--- src/rtl/clk_div_multi.sv ---
// Multi-channel programmable clock divider. Each channel emits a registered square wave and a
// one-cycle tick per period; divisor writes take effect at the period boundary while running.
module clk_div_ch #(
  parameter int              DIV_W   = 26,
  parameter logic [DIV_W-1:0] RST_DIV = DIV_W'(48_000_000)
) (
  input  logic             clk,
  input  logic             rst_n,
  input  logic             en_i,
  input  logic             wr_i,
  input  logic [DIV_W-1:0] wr_div_i,
  output logic             pend_o,
  output logic             clk_out_o,
  output logic             tick_o
);
  localparam logic [0:0] S_IDLE = 1'b0;
  localparam logic [0:0] S_RUN  = 1'b1;

  logic [0:0]       st_q, st_d;
  logic [DIV_W-1:0] cnt_q, cnt_d, div_act_q, div_act_d, div_shd_q, div_shd_d;
  logic             pend_q, pend_d, clk_out_q, clk_out_d, tick_q, tick_d;
  logic [DIV_W-1:0] hi_m1;
  logic             wrap;

  // High phase is ceil(div/2) so odd divisors spend the extra cycle high.
  assign hi_m1 = div_act_q - (div_act_q >> 1) - DIV_W'(1);
  assign wrap  = (cnt_q == div_act_q - DIV_W'(1));

  always_comb begin
    st_d      = st_q;
    cnt_d     = cnt_q;
    div_act_d = div_act_q;
    div_shd_d = div_shd_q;
    pend_d    = pend_q;
    clk_out_d = clk_out_q;
    tick_d    = 1'b0;
    if (st_q == S_IDLE) begin
      cnt_d     = '0;
      clk_out_d = en_i;
      tick_d    = en_i;
      st_d      = en_i ? S_RUN : S_IDLE;
    end else if (!en_i) begin
      st_d      = S_IDLE;
      cnt_d     = '0;
      clk_out_d = 1'b0;
    end else if (wrap) begin
      cnt_d     = '0;
      clk_out_d = 1'b1;
      tick_d    = 1'b1;
      if (pend_q) begin
        div_act_d = div_shd_q;
        pend_d    = 1'b0;
      end
    end else begin
      cnt_d = cnt_q + DIV_W'(1);
      if (cnt_q == hi_m1) clk_out_d = 1'b0;
    end
    // Applied after the boundary logic so a same-cycle boundary consumes the older shadow.
    if (wr_i) begin
      if (st_q == S_RUN && en_i) begin
        div_shd_d = wr_div_i;
        pend_d    = 1'b1;
      end else begin
        div_act_d = wr_div_i;
        div_shd_d = wr_div_i;
        pend_d    = 1'b0;
      end
    end
  end

  always_ff @(posedge clk or negedge rst_n) begin
    if (!rst_n) begin
      st_q      <= S_IDLE;
      cnt_q     <= '0;
      div_act_q <= RST_DIV;
      div_shd_q <= RST_DIV;
      pend_q    <= 1'b0;
      clk_out_q <= 1'b0;
      tick_q    <= 1'b0;
    end else begin
      st_q      <= st_d;
      cnt_q     <= cnt_d;
      div_act_q <= div_act_d;
      div_shd_q <= div_shd_d;
      pend_q    <= pend_d;
      clk_out_q <= clk_out_d;
      tick_q    <= tick_d;
    end
  end

  assign pend_o    = pend_q;
  assign clk_out_o = clk_out_q;
  assign tick_o    = tick_q;
endmodule

module clk_div_multi #(
  parameter int NUM_CH      = 4,
  parameter int DIV_W       = 26,
  parameter int DEFAULT_DIV = 48_000_000,
  localparam int CH_W       = (NUM_CH > 1) ? $clog2(NUM_CH) : 1
) (
  input  logic              clk,
  input  logic              rst_n,
  input  logic [NUM_CH-1:0] en_i,
  input  logic              wr_en_i,
  input  logic [CH_W-1:0]   wr_ch_i,
  input  logic [DIV_W-1:0]  wr_div_i,
  output logic [NUM_CH-1:0] pend_o,
  output logic [NUM_CH-1:0] clk_out_o,
  output logic [NUM_CH-1:0] tick_o,
  output logic              wr_err_o
);
  localparam logic [DIV_W-1:0] RST_DIV = (DEFAULT_DIV < 2) ? DIV_W'(2) : DIV_W'(DEFAULT_DIV);

  logic [DIV_W-1:0] wr_div_c;
  logic [31:0]      wr_ch_ext;
  logic             wr_err_q, wr_err_d;

  assign wr_div_c  = (wr_div_i < DIV_W'(2)) ? DIV_W'(2) : wr_div_i;
  // Widened so the range check stays meaningful when NUM_CH is a power of two.
  assign wr_ch_ext = 32'(wr_ch_i);
  assign wr_err_d  = wr_en_i && (wr_ch_ext >= 32'(NUM_CH));

  for (genvar c = 0; c < NUM_CH; c++) begin : g_ch
    clk_div_ch #(.DIV_W(DIV_W), .RST_DIV(RST_DIV)) u_ch (
      .clk       (clk),
      .rst_n     (rst_n),
      .en_i      (en_i[c]),
      .wr_i      (wr_en_i && (wr_ch_ext == 32'(c))),
      .wr_div_i  (wr_div_c),
      .pend_o    (pend_o[c]),
      .clk_out_o (clk_out_o[c]),
      .tick_o    (tick_o[c])
    );
  end

  always_ff @(posedge clk or negedge rst_n) begin
    if (!rst_n) wr_err_q <= 1'b0;
    else        wr_err_q <= wr_err_d;
  end

  assign wr_err_o = wr_err_q;
endmodule

--- config.mk ---
export PLATFORM = sky130hd
export DESIGN_NAME = clk_div_multi
export DESIGN_NICKNAME = d
export VERILOG_FILES = /design/src/rtl/clk_div_multi.sv
export SDC_FILE = /design/constraint.sdc
export NUM_CORES = 1
export LEC_CHECK = 0
export BUFFER_PORTS_ARGS = -buffer_cell sky130_fd_sc_hd__buf_4
export CAP_MARGIN = 20
export CELL_PAD_IN_SITES_DETAIL_PLACEMENT = 1
export CELL_PAD_IN_SITES_GLOBAL_PLACEMENT = 1
export CORE_MARGIN = 8
export CORE_UTILIZATION = 51
export DETAILED_ROUTE_END_ITERATION = 6
export GPL_TIMING_DRIVEN = 0
export PLACE_DENSITY_LB_ADDON = 0.15
export SYNTH_ARGS = -nofsm -noshare
export SYNTH_HDL_FRONTEND = slang
export SYNTH_HIERARCHICAL = 1
export SYNTH_SLANG_ARGS = --single-unit
--- constraint.sdc ---
create_clock -name clk -period 3.94 [get_ports clk]
set_input_delay 0.394 -clock clk [delete_from_list [all_inputs] [get_ports clk]]
set_output_delay 0.394 -clock clk [all_outputs]
set_load 0.02 [all_outputs]
* After elaboration in Yosys (flattened, before gate mapping)
Index checks and enable logic that the tools add are counted. W data, S select, Z words.
Storage, ports and cells: memories 0, memory bits (writable) 0, ROM bits 0, register bits 329, latch bits 0
Cells by class: bitwise logic cells 0, multiplexer cells 89, $mul 0, div/mod/pow operators 0, equal/unequal tests 15, shifts and indexed selects 0, $lt $le $gt $ge 2, $add $sub $neg 16, reduce and logical (&&, ||, !) cells 26
Operators by type and width (count):
- $mux W26 | 37
- $eq A26 B26 Y1 | 8
- $sub A26 B1 Y26 const B | 8
- $add A26 B1 Y26 const B | 4
- $sub A26 B25 Y26 | 4
- $mux W1 | 52
- $logic_not A32 Y1 | 1
- $lt A26 B2 Y1 const B | 1
- $reduce_bool A2 Y1 | 12
- $ne A4 B4 Y1 const B | 4
- $reduce_and A3 Y1 | 4
- $logic_and A1 B1 Y1 | 9
- $eq A2 B2 Y1 const B | 2
- $ge A2 B3 Y1 const B | 1
- $eq A2 B1 Y1 const B | 1

* Longest topological paths before layout
Gate-level depths: netlist of run 1.
depth after elaboration 7, gate-level depth with buffers 15, mapped depth without buffers 13

* By module
Netlist of run 1, hierarchy kept.
Modules (own cells, without submodules):
- clk_div_ch (g_ch[0].u_ch ...) | instances 2, area each 6638.9 um^2, cells an instance 737, seq. area each 2077.0 um^2
- clk_div_ch (g_ch[2].u_ch ...) | instances 2, area each 6297.3 um^2, cells an instance 685, seq. area each 2077.0 um^2
- clk_div_multi | instances 1, area each 210.2 um^2, cells an instance 42, seq. area each 0.0 um^2

* Least setup slack after synthesis of run 1
OpenSTA, ideal clock, no wires.
kind reg2reg, from register g_ch[2].u_ch.div_act_q[1], to register g_ch[2].u_ch.div_act_q[12], clock period less this slack 3423 ps, arrival time 3286 ps, cell stages (with the launch flop) 16, path slack 517 ps, buffers on the path 3, cells stage by stage dfrtp_1 inv_1 ha_1 and4b_1 and3_4 buf_6 or3b_1 a22o_1 nor4_1 nand4_1 nor4_2 and4_4 buf_12 buf_12 mux2i_1 a21oi_1
Between the ends: word-level cells in the longest chain between the ends 7
Ends and longest elaborated chain:
- start, declared | line 20 | logic [DIV_W-1:0] cnt_q, cnt_d, div_act_q, div_act_d, div_shd_q, div_shd_d;
- start signal, assigned | line 83 | div_act_q <= div_act_d;
- $sub A26 B1 Y26 * | line 27 | assign wrap = (cnt_q == div_act_q - DIV_W'(1));
- $eq A26 B26 Y1 * | line 27
- $mux W26 * | line 46 | end else if (wrap) begin
- $mux W26 * | line 42 | end else if (!en_i) begin
- $mux W26 * | line 37 | if (st_q == S_IDLE) begin
- $mux W26 | line 60 | if (st_q == S_RUN && en_i) begin
- $mux W26 * | line 59 | if (wr_i) begin
- via g_ch[2].u_ch.div_act_d[12] | line 20
The timed path passes the listed nets; every way through them passes the cells marked *. A chain may end at the register's enable or synchronous reset.

* Worst setup path after layout of run 1
from register g_ch[1].u_ch.div_act_q[16], to register g_ch[1].u_ch.clk_out_q
Between the ends: word-level cells in the longest chain between the ends 5, elaborated cells on any way between the ends 9, those cells by class add/sub: 3; eq/ne: 3; mux: 3
Ends and longest elaborated chain:
- start, declared | line 20
- start signal, assigned | line 83
- parallel branches: the longest is 5 deep, another holds $sub A26 B25 Y26
- end signal, assigned | line 86 | clk_out_q <= clk_out_d;
- end, declared | line 21 | logic pend_q, pend_d, clk_out_q, clk_out_d, tick_q, tick_d;
Parallel ways; which one is timed is not known.

==> impl_metrics.csv, run 1 <==
group,metric,value,unit
placed_design,place_inst,3615,
floorplan,die_w,242,µm
detailed_routing,first_pass_iters,6,
worst_setup_path,crit_start,"g_ch[1].u_ch/div_act_q[16]",
floorplan,boundaryPins,48,
final_layout,final_core_utilization,56.9,%
logic_synthesis,async_reset_ff_share,100,%
logic_synthesis,ys_seq_area_share,31.9,%
final_layout,mostFrequentLayoutCells,"nor2_1, xnor2_1, dfrtp_1",
worst_setup_path,criticalPathCategory,"register to register",
sta,finalCritPeriodShare,97.5,%
floorplan,die_y,242,µm
worst_setup_path,critPathMaxFanout,8,
final_layout,final_common_cell,"nor2_1",
placed_design,post-place-ws,-0.386,ns
detailed_routing,wirelength,80600,µm
clock_tree,cts_tree,"done",
placed_design,gp_congestion,0.887,
global_routing,grt_usage,26.5,%
worst_setup_path,slowest_delay,0.47,ns
logic_synthesis,synth_area,0.0261,mm²
detailed_routing,post_drt_wl_per_cell,21.8,µm
sta,setup-violations-final,0,
logic_synthesis,yosys_warnings,6,
logic_synthesis,synth.avg_cell_area,9.04,µm²
worst_setup_path,crit_arrival,4.29,ns
floorplan,coreArea,0.0510,mm²
final_layout,nNetsFinal,3234,
clock_tree,cts_buffers,41,
power,totalPowerFinal,0.0148,W
detailed_routing,drt_first_iter_violations,1178,
floorplan,fp-row-count,83,
global_routing,grt_pass1_vias,23259,
min_path,hold_path.class,"input port to register",
sta,rsz0062_at_grt,"yes",
sta,clock.fmax,260,MHz
detailed_routing,drc_errors,0,
worst_setup_path,worstSetupEndpointType,"register",
final_layout,fin_cells,3701,
clock_tree,cts_max_path_buffers,3,
sta,slew_viol_final,0,
global_routing,antenna_found_initial,2,
worst_setup_path,r2r_setup_slack,0.10,ns
power,powerDensity,512,mW/mm²
worst_setup_path,critical_path_required,4.39,ns
worst_setup_path,crit_path_end,"g_ch[1].u_ch/clk_out_o",
final_layout,drive_gt1_share,13.3,%
sta,period_needed,3.84,ns
detailed_routing,viasPerCell,5.90,
global_routing,overflow,0,
sta,slew_headroom,40.3,%
logic_synthesis,synth_flop_cell,"dfrtp_1",
sta,tightest_slew,0.888,ns
logic_synthesis,synth.distinct_cells,88,
floorplan,start_util,51.2,%
worst_setup_path,reg2reg_from,"g_ch[1].u_ch/div_act_q[16]",
floorplan,die-area,0.0586,mm²
clock_tree,cts_max_level,2,
power,leakage,12.3,nW
worst_setup_path,ff2ff_path_depth,12,
sta,skew,0.0246,ns
logic_synthesis,synth_edf_count,0,
clock_tree,root_buffer,"clkbuf_16",
clock_tree,cts.sinks,328,
worst_setup_path,worstPathCellList,"inv_1 > ha_1 > clkbuf_1 > inv_1 > a21oi_1 > o31ai_1 > a2111oi_1 > nand4_1 > a2111oi_2 > nand4_1 > nor4_2 > nor2_1",
sta,setup_slack,0.100,ns
power,irDropWorstVdd,0.000346,V
global_routing,grt_pass1_wl,128000,µm
logic_synthesis,syn_nets,3133,
placed_design,dp_hpwl,62100,µm
sta,hold_viol,0,
final_layout,area_delta_synth_final,11.2,%
clock_tree,clk_latency,0.59,ns
logic_synthesis,synth_seq_cells,328,
worst_setup_path,startpoint_type,"register",
placed_design,io_buffers,46,
clock_tree,clk_pin_slew,0.06,ns
logic_synthesis,synthCells,2886,
detailed_routing,antenna_left,0,
run_status,status,"complete, no violations",
global_routing,grt_max_degree,106,
detailed_routing,num_vias,21831,
flow_run,cap_violations,0,
worst_setup_path,r2r-end,"g_ch[1].u_ch/clk_out_o",
worst_setup_path,crit_path_top_delay_cell,"a2111oi_1",
power breakdown:
| part | switching, W | leakage (nW) | internal [W] |
|---|---|---|---|
| Clock | 0.00159 | 0.673 | 0.00225 |
| Sequential | 0.000505 | 3.95 | 0.00392 |
| Combinational | 0.00388 | 7.65 | 0.00269 |
| Total | 0.00597 | 12.3 | 0.00887 |
cells by family (layout without fill, tap and decap cells):
family | after synthesis | count (layout) | share of synthesized area, %
buf+inv | 329 | 463 | 5.52
compound gates | 516 | 516 | 12.8
xor+xnor | 398 | 398 | 13.4
fa+ha+maj | 212 | 212 | 10.3
flops | 328 | 328 | 31.9
other cells | 1 | 2 | 0.0144
mux | 222 | 222 | 9.02
simple gates | 880 | 880 | 17.1
cells in the mapped netlist (16+ instances only):
library cell,n,area [µm²]
nand4_1,37,231
inv_1,200,751
o21ai_0,80,400
clkbuf_1,99,372
dfstp_2,80,2100
nor2_1,344,1290
nor3_1,37,185
mux2i_1,118,1180
nand2_1,115,432
a21oi_1,200,1000
and3_1,39,244
nor2b_1,42,263
a31oi_1,22,138
mux2_2,104,1170
o211ai_1,18,135
nand2b_1,38,238
or3_1,16,100
dfrtp_1,248,6210
nand3_1,85,425
xnor2_1,246,2150
ha_1,208,2600
xor2_1,152,1330
nor4_1,33,206
registers in the layout, indices dropped and copies added, names as in the netlist:
name,cells
g_ch.u_ch/st_q,4
g_ch.u_ch/div_shd_q,104
g_ch.u_ch/div_act_q,104
g_ch.u_ch/tick_o,4
g_ch.u_ch/cnt_q,104
g_ch.u_ch/pend_o,4
g_ch.u_ch/clk_out_o,4
layer usage:
metal  wire (µm)  track usage (%)
met2       40200             46.8
met4        1850             7.17
met1       35100             33.6
met3        3430             3.78
met5           0                0
final cells by class:
cell class / count / area (µm²)
repair buffers: 62 / 546
clock inverters: 18 / 190
inverters: 200 / 751
clock buffers: 58 / 1180
multi-input cells: 2229 / 16500
flip-flops and latches: 328 / 8310
plain buffers: 125 / 674
diodes: 1 / 2.50
fillers: 5824 / 22000
well taps: 680 / 851
critical path, delay by kind of cell (launching register included):
kind                     cells  cell delay (ns)
AND/OR/NAND/NOR              4             0.91
buffers and inverters        3             0.61
AO/OA/AOI/OAI                4             1.45
adder cells (fa/ha/maj)      1             0.30
flip-flops                   1             0.45
how the worst min path moves through the flow:
stage	start	to	cells past startpoint
after floorplan	rst_n	g_ch[0].u_ch/clk_out_o	0
after detailed placement	rst_n	g_ch[0].u_ch/cnt_q[19]	1
after CTS	rst_n	g_ch[0].u_ch/cnt_q[19]	2
after global routing	wr_div_i[1]	g_ch[3].u_ch/div_shd_q[1]	3
final	wr_div_i[1]	g_ch[3].u_ch/div_shd_q[1]	3
after global placement	g_ch[1].u_ch/div_shd_q[12]	g_ch[1].u_ch/div_shd_q[12]	1
through the flow:
step	TNS (ns)	hold slack (ns)	area (µm²)
finish	0	0.270	29000
floorplan	0	0.0984	26100
CTS	0	0.283	28900
detailed placement	-16.15	0.295	27400
global placement	-121.17	0.489	27300
global route	-0.169	0.274	29000
timing repair:
| action | CTS | global route |
|---|---|---|
| resized for setup | 12 | 24 |
| endpoints found under the setup margin | 96 | 80 |
| hold buffers | 5 | 0 |
| setup buffers | 2 | 5 |
| pin swaps | 2 | 6 |
| hold endpoints to repair | 43 | 0 |
No activity file was read; power rests on OpenSTA's default activity.
==> inputs of run 2 (changes only) <==
--- a/config.mk
+++ b/config.mk
@@ -9,7 +9,7 @@
 export CAP_MARGIN = 20
 export CELL_PAD_IN_SITES_DETAIL_PLACEMENT = 1
 export CELL_PAD_IN_SITES_GLOBAL_PLACEMENT = 1
-export CORE_MARGIN = 8
+export CORE_MARGIN = 2
 export CORE_UTILIZATION = 51
 export DETAILED_ROUTE_END_ITERATION = 6
 export GPL_TIMING_DRIVEN = 0
==> impl_metrics.csv, run 2 (same netlist as run 1, synthesis figures left out) <==
group,metric,value,unit
floorplan,coreArea,0.0503,mm²
min_path,hold_path.class,"input port to register",
final_layout,area_delta_synth_final,11.1,%
sta,hold_viol,0,
floorplan,start_util,51.9,%
worst_setup_path,criticalPathCategory,"register to register",
worst_setup_path,critical_path_required,4.38,ns
power,combPwrFrac,45.0,%
power,p_seq_share,29.8,%
power,powerDensity,515,mW/mm²
detailed_routing,post_drt_wl_per_cell,22.4,µm
final_layout,mostFrequentLayoutCells,"nor2_1, xnor2_1, dfrtp_1",
floorplan,die_y,230,µm
worst_setup_path,r2r-end,"g_ch[2].u_ch/div_act_q[16]",
clock_tree,clk_latency,0.58,ns
sta,clock.fmax,262,MHz
floorplan,die-area,0.0530,mm²
run_status,status,"complete, no violations",
placed_design,gp_congestion,0.928,
clock_tree,root_buffer,"clkbuf_16",
power,intPower,0.00888,W
sta,slew_viol_final,0,
detailed_routing,drt_first_iter_violations,1240,
detailed_routing,first_pass_iters,5,
power,totalPowerFinal,0.0149,W
min_path,hold_depth,4,
floorplan,fp-row-count,82,
power,clockPowerShare,25.3,%
final_layout,nNetsFinal,3228,
sta,hold_ws,0.349,ns
final_layout,insertedDiodeCount,0,
final_layout,multiInputGateArea,0.0166,mm²
sta,slew_headroom,27.3,%
worst_setup_path,crit_start,"g_ch[2].u_ch/div_act_q[2]",
sta,skew,0.0205,ns
min_path,hold_end,"g_ch[3].u_ch/div_act_q[18]",
clock_tree,cts.sinks,328,
worst_setup_path,worstSetupEndpointType,"register",
detailed_routing,drc_errors,0,
sta,tightest_slew,1.09,ns
final_layout,seq_area,0.00831,mm²
power,netSwitchingPower,0.00604,W
clock_tree,clk_pin_slew,0.06,ns
global_routing,antenna_found_initial,2,
global_routing,grt_usage,31.2,%
worst_setup_path,r2r_setup_slack,0.12,ns
detailed_routing,viasPerCell,5.98,
detailed_routing,num_vias,22027,
worst_setup_path,startpoint_type,"register",
power,irDropWorstVdd,0.000270,V
power,leakage,12.3,nW
final_layout,reg_top3,"g_ch.u_ch/cnt_q x104, g_ch.u_ch/div_act_q x104, g_ch.u_ch/div_shd_q x104",
global_routing,grt_max_degree,123,
floorplan,boundaryPins,48,
clock_tree,cts_buffers,38,
power,swShare,40.5,%
worst_setup_path,reg2reg_from,"g_ch[2].u_ch/div_act_q[2]",
sta,setup_tns,0,ns
worst_setup_path,crit_arrival,4.26,ns
placed_design,dp_hpwl,62300,µm
min_path,min_from,"wr_div_i[18]",
detailed_routing,wirelength,82500,µm
global_routing,overflow,0,
sta,finalCritPeriodShare,97.0,%
worst_setup_path,ff2ff_path_depth,16,
sta,period_needed,3.82,ns
global_routing,grt_pass1_vias,23787,
detailed_routing,antenna_left,0,
sta,setup-violations-final,0,
clock_tree,cts_max_level,2,
clock_tree,cts_tree,"done",
final_layout,fillers,5818,
flow_run,cap_violations,0,
placed_design,io_buffers,46,
worst_setup_path,critPathMaxFanout,10,
final_layout,drive_gt1_share,13.4,%
floorplan,die_w,230,µm
global_routing,grt_pass1_wl,132000,µm
final_layout,final_common_cell,"nor2_1",
clock_tree,cts_max_path_buffers,3,
==> run 2: timing repair <==
item / CTS / global route
pin swaps: 2 / 11
endpoints found under the hold margin: 88 / 0
hold buffers: 5 / 0
gates resized for setup: 20 / 26
buffers inserted: 0 / 9
gates cloned: 0 / 0
setup endpoints to repair: 110 / 102
==> run 2: worst max path at each step <==
stage                     cells past startpoint  slack [ns]                          to
after floorplan                              15        0.52  g_ch[2].u_ch/div_act_q[12]
after global placement                        1       -0.51       g_ch[3].u_ch/cnt_q[2]
after detailed placement                     12       -0.64      g_ch[1].u_ch/clk_out_o
after CTS                                    13       0.004      g_ch[2].u_ch/clk_out_o
after global routing                         16       -0.02   g_ch[3].u_ch/div_act_q[6]
final                                        16        0.12  g_ch[2].u_ch/div_act_q[16]
==> run 2: layout make-up <==
type                       instances  area share (%)
clock inverter                    19           0.820
timing repair buffer              62            1.81
sequential                       328            28.7
clock buffer                      50            3.68
tap                              672            2.90
buffer                           122            2.28
multi-input combinational       2229            57.2
inverter                         200            2.59
==> run 2: layer usage <==
layer / wire, µm / global-route usage [%] / up-vias
li1: - / - / 10197
met1: 36800 / 40.8 / 11205
met2: 40200 / 54.0 / 465
met3: 3240 / 3.37 / 158
met4: 2330 / 9.76 / 2
met5: 10 / 0 / -
==> run 2: power by group through the flow <==
| stage | Combinational (W) | Sequential [W] | Clock (W) |
|---|---|---|---|
| 6_report | 0.00671 | 0.00444 | 0.00377 |
| 5_1_grt | 0.00736 | 0.00450 | 0.00396 |
| 4_1_cts | 0.00650 | 0.00444 | 0.00384 |
| 3_5_place_dp | 0.00637 | 0.00449 | 0 |
| 3_3_place_gp | 0.00606 | 0.00445 | 0 |
| 2_1_floorplan | 0.00478 | 0.00428 | 0 |
==> run 2: metrics by stage <==
step                      util [%]  cell area (µm²)  std cells  worst slack [ns]
after floorplan                  -            26100       2886             0.517
after global placement        54.2            27300       3604            -0.513
after detailed placement      54.4            27300       3606            -0.645
after CTS                     57.2            28800       3678           0.00384
after global routing          57.6            29000       3682           -0.0222
final                         57.6            29000       3682             0.117
==> run 2: worst max-delay path, stage by stage, from the launching register on <==
cell     delay (ns)
dfrtp_2        0.40
inv_1          0.11
ha_1           0.25
and4b_1        0.26
and3_4         0.19
buf_6          0.12
or3b_1         0.36
a22o_1         0.22
nor4_2         0.19
nand4_1        0.18
nor4_4         0.30
buf_4          0.19
and4_4         0.24
buf_12         0.14
buf_12         0.15
mux2i_2        0.25
a21oi_1        0.10
==> inputs of run 3 (changes only) <==
--- a/config.mk
+++ b/config.mk
@@ -14,6 +14,7 @@
 export DETAILED_ROUTE_END_ITERATION = 6
 export GPL_TIMING_DRIVEN = 0
 export PLACE_DENSITY_LB_ADDON = 0.15
+export REMOVE_ABC_BUFFERS = 1
 export SYNTH_ARGS = -nofsm -noshare
 export SYNTH_HDL_FRONTEND = slang
 export SYNTH_HIERARCHICAL = 1
==> impl_metrics.csv, run 3 (same netlist as run 1, synthesis figures left out) <==
group,metric,value,unit
final_layout,final_common_cell,"nor2_1",
global_routing,grt_max_degree,126,
clock_tree,clk_pin_slew,0.07,ns
placed_design,dp_hpwl,57800,µm
placed_design,gp_congestion,0.944,
clock_tree,cts_buffers,39,
worst_setup_path,reg2reg_from,"g_ch[3].u_ch/div_act_q[2]",
global_routing,grt_pass1_wl,125000,µm
min_path,min_from,"wr_div_i[10]",
detailed_routing,wirelength,78300,µm
detailed_routing,first_pass_iters,5,
floorplan,die_y,230,µm
worst_setup_path,r2r_setup_slack,0.12,ns
clock_tree,cts_max_level,2,
final_layout,reg_top3,"g_ch.u_ch/cnt_q x104, g_ch.u_ch/div_act_q x104, g_ch.u_ch/div_shd_q x104",
sta,clock.fmax,262,MHz
sta,slew_headroom,32.9,%
min_path,hold_depth,3,
global_routing,grt_usage,29.4,%
worst_setup_path,critical_path_required,4.35,ns
power,leakage,12.2,nW
worst_setup_path,cp_num_buf_inv,3,
worst_setup_path,r2r-end,"g_ch[3].u_ch/div_act_q[24]",
sta,period_needed,3.82,ns
detailed_routing,drc_errors,0,
worst_setup_path,crit_arrival,4.22,ns
floorplan,die-area,0.0530,mm²
sta,hold_viol,0,
sta,setup_tns,0,ns
global_routing,grt_pass1_vias,22714,
clock_tree,clk_latency,0.58,ns
detailed_routing,viasPerCell,5.94,
detailed_routing,post_drt_wl_per_cell,21.9,µm
global_routing,antenna_found_initial,1,
detailed_routing,num_vias,21276,
worst_setup_path,criticalPathCategory,"register to register",
floorplan,boundaryPins,48,
floorplan,start_util,51.9,%
global_routing,overflow,0,
worst_setup_path,critPathMaxFanout,7,
clock_tree,cts.sinks,328,
worst_setup_path,crit_path_top_delay_cell,"dfrtp_1",
final_layout,nNetsFinal,3126,
final_layout,mostFrequentLayoutCells,"nor2_1, xnor2_1, dfrtp_1",
worst_setup_path,slowest_delay,0.46,ns
final_layout,fillers,5753,
floorplan,die_w,230,µm
floorplan,fp-row-count,82,
worst_setup_path,startpoint_type,"register",
placed_design,io_buffers,46,
run_status,status,"complete, no violations",
detailed_routing,drt_first_iter_violations,1364,
sta,tightest_slew,1.00,ns
clock_tree,cts_max_path_buffers,3,
sta,skew,0.0143,ns
detailed_routing,antenna_left,0,
power,irDropWorstVdd,0.000430,V
sta,finalCritPeriodShare,96.9,%
worst_setup_path,worstPathCellList,"inv_2 > ha_1 > and4b_1 > and3_4 > or3b_1 > a22o_1 > nor4_2 > nand4_1 > nor4_4 > buf_4 > and4_4 > buf_12 > mux2i_1 > a21oi_1",
min_path,hold_path.class,"input port to register",
final_layout,area_delta_synth_final,9.87,%
worst_setup_path,crit_family,"simple AND/OR/NAND/NOR gates",
sta,slew_viol_final,0,
worst_setup_path,ff2ff_path_depth,14,
sta,setup-violations-final,0,
final_layout,drive_gt1_share,13.4,%
worst_setup_path,worstSetupEndpointType,"register",
clock_tree,root_buffer,"clkbuf_16",
power,powerDensity,526,mW/mm²
power,totalPowerFinal,0.0151,W
clock_tree,cts_tree,"done",
floorplan,coreArea,0.0503,mm²
min_path,hold_end,"g_ch[2].u_ch/div_act_q[10]",
final_layout,insertedDiodeCount,0,
flow_run,cap_violations,0,
-- run 3: layer usage --
metal / vias to the layer above / share of wire, % / global-route usage (%)
met1: 10766 / 46 / 39.6
met3: 131 / 3.2 / 2.53
li1: 9996 / - / -
met5: - / 0 / 0
met2: 383 / 47 / 49.6
met4: 0 / 3.3 / 10.0
-- run 3: final cells by class --
cell class | instances | area, µm² | share of cell area (%)
inverters | 200 | 751 | 2.62
clock buffers | 50 | 1100 | 3.83
flip-flops and latches | 328 | 8310 | 29.0
repair buffers | 77 | 808 | 2.82
multi-input cells | 2233 | 16500 | 57.6
clock inverters | 22 | 350 | 1.22
well taps | 672 | 841 | 2.93
-- run 3: what timing repair did --
action / 4_1_cts / 5_1_grt
cloned: 2 / 2
resized for setup: 13 / 12
hold endpoints to repair: 28 / 0
setup endpoints to repair: 107 / 116
buffers inserted: 3 / 14
pin swaps: 5 / 11
hold buffers: 5 / 0
-- run 3: worst max-delay path by stage --
stage | start | endpoint | slack, ns | cells after the start
2_1_floorplan | wr_ch_i[0] | g_ch[0].u_ch/div_act_q[0] | -0.61 | 4
3_3_place_gp | wr_ch_i[0] | g_ch[0].u_ch/div_act_q[7] | -3.34 | 5
3_5_place_dp | g_ch[2].u_ch/div_act_q[2] | g_ch[2].u_ch/div_act_q[12] | -0.41 | 12
4_1_cts | g_ch[0].u_ch/div_act_q[0] | g_ch[0].u_ch/clk_out_o | 0.04 | 11
5_1_grt | g_ch[3].u_ch/div_act_q[2] | g_ch[3].u_ch/div_act_q[24] | -0.03 | 14
6_report | g_ch[3].u_ch/div_act_q[2] | g_ch[3].u_ch/div_act_q[24] | 0.12 | 14
-- run 3: stage by stage --
stage                     util (%)  instance area (µm²)  hold WS [ns]  setup slack (ns)  std cells
after floorplan                  -                25400        0.0984            -0.607       2757
after global placement        52.9                26600         0.489             -3.34       3475
after detailed placement      53.3                26800         0.279            -0.411       3483
after CTS                     56.5                28400         0.125            0.0381       3565
after global routing          57.0                28700         0.150           -0.0297       3582
final                         57.0                28700         0.146             0.123       3582
-- run 3: worst reg2reg max path, cell delays in order (launching register included) --
cell     delay [ns]
dfrtp_1        0.46
inv_2          0.10
ha_1           0.23
and4b_1        0.26
and3_4         0.22
or3b_1         0.39
a22o_1         0.22
nor4_2         0.29
nand4_1        0.21
nor4_4         0.41
buf_4          0.18
and4_4         0.27
buf_12         0.14
mux2i_1        0.18
a21oi_1        0.08
-- run 3: where the power goes --
group,total [W],internal (W),switching (W),leakage (nW)
logic,0.00653,0.00269,0.00384,7.53
clock network,0.00409,0.00252,0.00157,0.711
registers,0.00446,0.00392,0.000532,3.95
